--- config.mk ---
export PLATFORM = sky130hd
export DESIGN_NAME = tlb_refill_arbiter
export DESIGN_NICKNAME = d
export VERILOG_FILES = /design/src/rtl/tlb_refill_arbiter.sv
export SDC_FILE = /design/constraint.sdc
export NUM_CORES = 1
export LEC_CHECK = 0
export CAP_MARGIN = 20
export CORE_MARGIN = 2
export CORE_UTILIZATION = 39
export CTS_BUF_LIST = sky130_fd_sc_hd__clkbuf_4 sky130_fd_sc_hd__clkbuf_8
export CTS_CLUSTER_DIAMETER = 150
export CTS_CLUSTER_SIZE = 20
export DETAILED_ROUTE_END_ITERATION = 12
export PLACE_DENSITY = 0.8
export RECOVER_POWER = 50
export SKIP_LAST_GASP = 1
export SLEW_MARGIN = 20
export SYNTH_ARGS = -nofsm -noshare
export SYNTH_HDL_FRONTEND = slang
export SYNTH_SLANG_ARGS = --single-unit
--- constraint.sdc ---
create_clock -name clk -period 1.7 [get_ports clk]
set_input_delay 0.34 -clock clk [delete_from_list [all_inputs] [get_ports clk]]
set_output_delay 0.34 -clock clk [all_outputs]
set_load 0.02 [all_outputs]
--- src/rtl/tlb_refill_arbiter.sv ---
// Round-robin arbiter sharing the CP0 L2 TLB lookup port between the I-side and
// D-side micro-TLB refill paths, with retry on TLB update and flush-aware drop.

package tlb_refill_arbiter_pkg;

    typedef struct packed {
        logic [19:0] pfn0;
        logic [2:0]  c0;
        logic        d0;
        logic        v0;
        logic [19:0] pfn1;
        logic [2:0]  c1;
        logic        d1;
        logic        v1;
        logic        g;
    } tlb_entry;

endpackage

module tlb_refill_arbiter
    import tlb_refill_arbiter_pkg::*;
#(
    parameter int VPN2_W = 19
) (
    input  logic              clk,
    input  logic              resetn,
    input  logic              i_req,
    input  logic [VPN2_W-1:0] i_vpn2,
    input  logic              i_cancel,
    output logic              i_ack,
    output logic              i_found,
    output tlb_entry          i_entry,
    input  logic              d_req,
    input  logic [VPN2_W-1:0] d_vpn2,
    input  logic              d_cancel,
    output logic              d_ack,
    output logic              d_found,
    output tlb_entry          d_entry,
    output logic [VPN2_W-1:0] l2_vpn2,
    input  logic              l2_found,
    input  tlb_entry          l2_entry,
    input  logic              tlb_update
);

    typedef enum logic [1:0] {IDLE, LOOKUP, RESP} state_e;

    state_e            state_q, state_d;
    logic              owner_q, owner_d;      // 0 = I-side, 1 = D-side
    logic              last_q, last_d;
    logic [VPN2_W-1:0] vpn2_q, vpn2_d;
    logic              found_q, found_d;
    tlb_entry          entry_q, entry_d;

    logic i_elig, d_elig, gnt_side, own_cancel, resp_vld;

    assign i_elig     = i_req & ~i_cancel;
    assign d_elig     = d_req & ~d_cancel;
    assign own_cancel = owner_q ? d_cancel : i_cancel;
    // On a tie the side that did not win last time goes next.
    assign gnt_side   = (i_elig & d_elig) ? ~last_q : d_elig;

    always_ff @(posedge clk or negedge resetn) begin
        if (!resetn) begin
            state_q <= IDLE;
            owner_q <= 1'b0;
            last_q  <= 1'b0;
            vpn2_q  <= '0;
            found_q <= 1'b0;
            entry_q <= '0;
        end else begin
            state_q <= state_d;
            owner_q <= owner_d;
            last_q  <= last_d;
            vpn2_q  <= vpn2_d;
            found_q <= found_d;
            entry_q <= entry_d;
        end
    end

    always_comb begin
        state_d = state_q;
        owner_d = owner_q;
        last_d  = last_q;
        vpn2_d  = vpn2_q;
        found_d = found_q;
        entry_d = entry_q;
        case (state_q)
            IDLE: begin
                if (i_elig | d_elig) begin
                    owner_d = gnt_side;
                    last_d  = gnt_side;
                    vpn2_d  = gnt_side ? d_vpn2 : i_vpn2;
                    state_d = LOOKUP;
                end
            end
            LOOKUP: begin
                // A lookup overlapping an L2 update may see torn contents; retry it.
                if (own_cancel) begin
                    state_d = IDLE;
                end else if (!tlb_update) begin
                    found_d = l2_found;
                    entry_d = l2_found ? l2_entry : '0;
                    state_d = RESP;
                end
            end
            RESP:    state_d = IDLE;
            default: state_d = IDLE;
        endcase
    end

    assign resp_vld = (state_q == RESP) & ~own_cancel;
    assign i_ack    = resp_vld & ~owner_q;
    assign d_ack    = resp_vld & owner_q;
    assign i_found  = i_ack & found_q;
    assign d_found  = d_ack & found_q;
    assign i_entry  = i_ack ? entry_q : '0;
    assign d_entry  = d_ack ? entry_q : '0;
    assign l2_vpn2  = vpn2_q;

endmodule

Word level (Yosys, flattened, before mapping)
Cells that the tools add are included.
Word-level totals
  register bits: 74
  bits in latches: 0
  memory bits (writable): 0
  bits in read-only memories: 0
  output and inout port bits: 125
  logic and storage cells: 45
  memories kept: 0
Operators by class
  add/sub/neg operators: 0
  multipliers: 0
  divide/modulo/power cells: 0
  order comparisons: 0
  equal/unequal tests: 4
  shift-type cells: 0
  muxes and demuxes: 10
  bitwise logic cells: 14
  reductions and logical operators: 4
Operators by type and width (number)
  51-bit 2-to-1 mux: 3
  19-bit 2-to-1 mux: 1
  1-bit AND: 8
  2-bit 2-to-1 mux: 3
  1-bit inverter: 5
  2-bit case mux with 2 select lines: 1
  2-bit AND reduction: 2
  3-bit != test (second input constant): 1
  3-bit AND reduction: 1
  2-bit by 1-bit equality test with 1-bit output (second input constant): 1
  2-bit equality test (second input constant): 1
  2-bit zero test: 1
  1-bit 2-to-1 mux: 2
  2-bit != test (second input constant): 1
  1-bit bitwise OR: 1

Longest topological paths before layout
  depth in word-level cells: 5
  gate-level depth with buffers: 6
  mapped depth without buffers: 4

Worst setup path before layout
OpenSTA, ideal clock, no wires.
  kind: register to output
  from: register last_q (netlist name)
  to: output port i_entry[41] (netlist bit)
  data arrival time: 1.456 ns
  data required time: 1.360 ns
  path slack: -0.096 ns
  cell stages (with the launch flop): 4
  cells stage by stage: dfrtp_1 > nor4_4 > clkbuf_1 > and2_1
RTL lines
  end, declared: line 32  | output tlb_entry i_entry,

==> key figures <==
Drt
  – Via-per-instance ratio: 4.97
  – Vias: 4317
  – Detail Route Antenna Nets: 0
  – Final WL: 15.8 mm
  – DRC Markers: 0
  – Initial DRC Count: 179
  – First drt pass iteration count: 5
  – DR WL/cell: 18.2 um

Logic synthesis
  – Synthesized flop and latch total: 74
  – Share of the synthesized area in the top cell type: 48.4%
  – Sequential fraction of the synthesis area: 48.4%
  – Synth Cell Area: 0.00383 sq mm
  – Largest cells by area after synthesis: dfrtp_1 48%, and2_1 17%, nand2_1 14%
  – Mapped Cells: 458
  – Largest area contributor in the netlist: dfrtp_1
  – Post-synth cell types: 24
  – Mapped Nets: 555
  – Number of synthesis warnings: 0
  – Syn avg cell area: 8.36 sq um

Timing
  – Fin. Hold Viols: 0
  – Worst slew pin tran: 0.781 ns
  – Minimum clock period: 2.40 ns
  – RSZ-0062 raised after global routing: true
  – Worst hold margin: 0.427 ns
  – Relative slew slack: 47.9%
  – Max Clk Rate: 416 MHz
  – Final Slew Violations: 0
  – Setup TNS: -58.13 ns
  – Period Utilization, post-route: 141%
  – Fin Clk Skew: 0.00953 ns
  – Setup-failing EPs final: 127
  – Post-route worst setup slack: -0.703 ns

Final layout
  – Fill cell count: 637
  – # diodes: 0
  – Final nets: 828
  – Final Instance Area: 0.00741 sq mm
  – Most frequent cells in the layout: 140 x nand2_1, 109 x buf_6, 105 x clkdlybuf4s50_1
  – Commonest non-fill, non-tap cell in the layout: nand2_1
  – Share of post-route cells with drive strength above 1: 39.9%
  – P&R area growth vs syn: 93.4%

Clock network
  – Inserted Clock Buffers: 9
  – Number of H-tree levels: 3
  – Clock root cell: clkbuf_8
  – Worst skew pair latency: 0.34 ns
  – # clock sinks: 74
  – Clock buffer depth: 2
  – CTS tree: built
  – CTS clk-pin slew, worst paths: 0.08 ns

Critical path
  – CP Data Required Time: 1.36 ns
  – Cell family with most CP delay: buffers and inverters
  – CP Data Arrival Time: 2.06 ns
  – CP Max Fanout: 8
  – Critical Path End Type: output pin
  – CP startpoint kind: flip-flop
  – Buf/Inv on CP: 8
  – Slowest-stage cell, CP: dfrtp_2
  – CP most frequent cell: buf_6
  – CP peak stage delay: 0.43 ns
  – CP Class: flip-flop to output pin
  – Worst-path cell chain: buf_6, nor4_4, buf_6, buf_6, buf_12, buf_12, buf_6, buf_6, and2_4, buf_6

Global routing
  – Vias in the first global route: 3962
  – Total GRT Usage: 24.8%
  – First-pass GRT wire length: 20.1 mm
  – Largest net degree at the start of global routing: 44
  – Initial antenna violation count: 0
  – Overflow after GRT: 0

Placed design
  – IO Port Bufs: 221
  – Post-Place Cell Area: 0.00627 sq mm
  – Dpl hpwl: 8.87 mm
  – RD Place Congestion: 0.813

Die
  – Core area: 0.00964 sq mm
  – Initial Utilization: 39.7%
  – Rows: 36
  – Die Wd: 103 um
  – Die H: 103 um
  – Die ar.: 0.0106 sq mm
  – Ports: 222

Run status
  – Status: finished, violations left
  – Failing checks: negative setup slack

Pwr
  – Overall Power: 6.33 mW
  – Peak supply drop: 0.414 mV
  – LEAKAGE: 3.58 nW
  – Pwr dens: 854 mW/mm^2

Job
  – Max-cap viol count: 0

Hold path
  – Hold/Removal Path Class: input port to flip-flop
[worst paths after layout]
check | startpoint | to | slack, ns | cells past startpoint
worst max-delay path | state_q[0]$_DFFE_PN0P_ | i_entry[0] | -0.70 | 10
min in group asynchronous | resetn | entry_q[21]$_DFFE_PN0P_ | 0.60 | 2
worst max register to register | state_q[0]$_DFFE_PN0P_ | l2_vpn2[1]$_DFFE_PN0P_ | -0.16 | 9
worst min-delay path | l2_found | entry_q[31]$_DFFE_PN0P_ | 0.43 | 3
worst min register to register | entry_q[18]$_DFFE_PN0P_ | entry_q[18]$_DFFE_PN0P_ | 0.51 | 2
max in group asynchronous | resetn | last_q$_DFFE_PN0P_ | 0.19 | 3
[Yosys cell counts, drive strengths merged]
cell and number:
nand2b 3, nand2 140, nor4b 1, o21ai 51, a211oi 1, and2 104, dfrtp 74, clkbuf 21
a31oi 19, a41o 1, nor4 1, inv 3, nand3b 1, nor2 19, mux2i 1, mux2 2
buf 14, nand4 1, nor2b 1
[per-stage QoR]
stage	utilization [%]	instances	setup slack, ns
finish	76.8	868	-0.703
global route	76.8	868	-0.764
CTS	72.0	845	-0.770
detailed placement	65.0	800	-0.874
global placement	65.0	800	-0.845
floorplan	-	458	0.00531
[cells by family after synthesis]
family | count (synthesis) | share of synthesized area [%]
DFF | 74 | 48.4
and+or+nand+nor | 271 | 34.9
buffers and inverters | 38 | 5.42
muxes | 3 | 0.947
AOI/OAI and AO/OA | 72 | 10.4
[power breakdown]
group,switching (mW),internal (mW),leakage [nW]
clock,0.630,0.545,0.0896
sequential,0.570,2.41,0.929
combinational,1.04,1.14,2.56
[per-layer routing]
layer / global-route usage (%) / vias up / part of all wire, %
met1: 29.9 / 2061 / 40
met4: 7.89 / 0 / 2.8
li1: - / 2008 / -
met2: 44.2 / 211 / 49
met3: 5.56 / 37 / 7.8
met5: 0 / - / 0
[tightest hold or removal path, delay by kind of cell]
family / cells / cell delay (ns)
compound gates: 1 / 0.05
buf+inv: 1 / 0.23
simple gates: 1 / 0.11
[area by class of cell]
class | instances | area (sq um) | area share [%]
Clock inverter | 4 | 20.0 | 0.270
Inverter | 3 | 11.3 | 0.152
Clock buffer | 11 | 139 | 1.87
Tap cell | 133 | 166 | 2.25
Timing Repair Buffer | 297 | 3210 | 43.4
Sequential cell | 74 | 1850 | 25.0
Multi-Input combinational cell | 346 | 2000 | 27.1
[state kept, by name (all words and copies together), names as in the netlist]
signal	cells
found_q	1
entry_q	51
l2_vpn2	19
last_q	1
state_q	2
[timing repair]
item,CTS,global route
hold endpoints to repair,31,0
cloned,6,9
pin swaps,7,8
buffers inserted,24,21
hold buffers,1,0
resized for setup,413,269
endpoints found under the setup margin,114,147
Note: power is estimated with default switching activity, not from simulation.
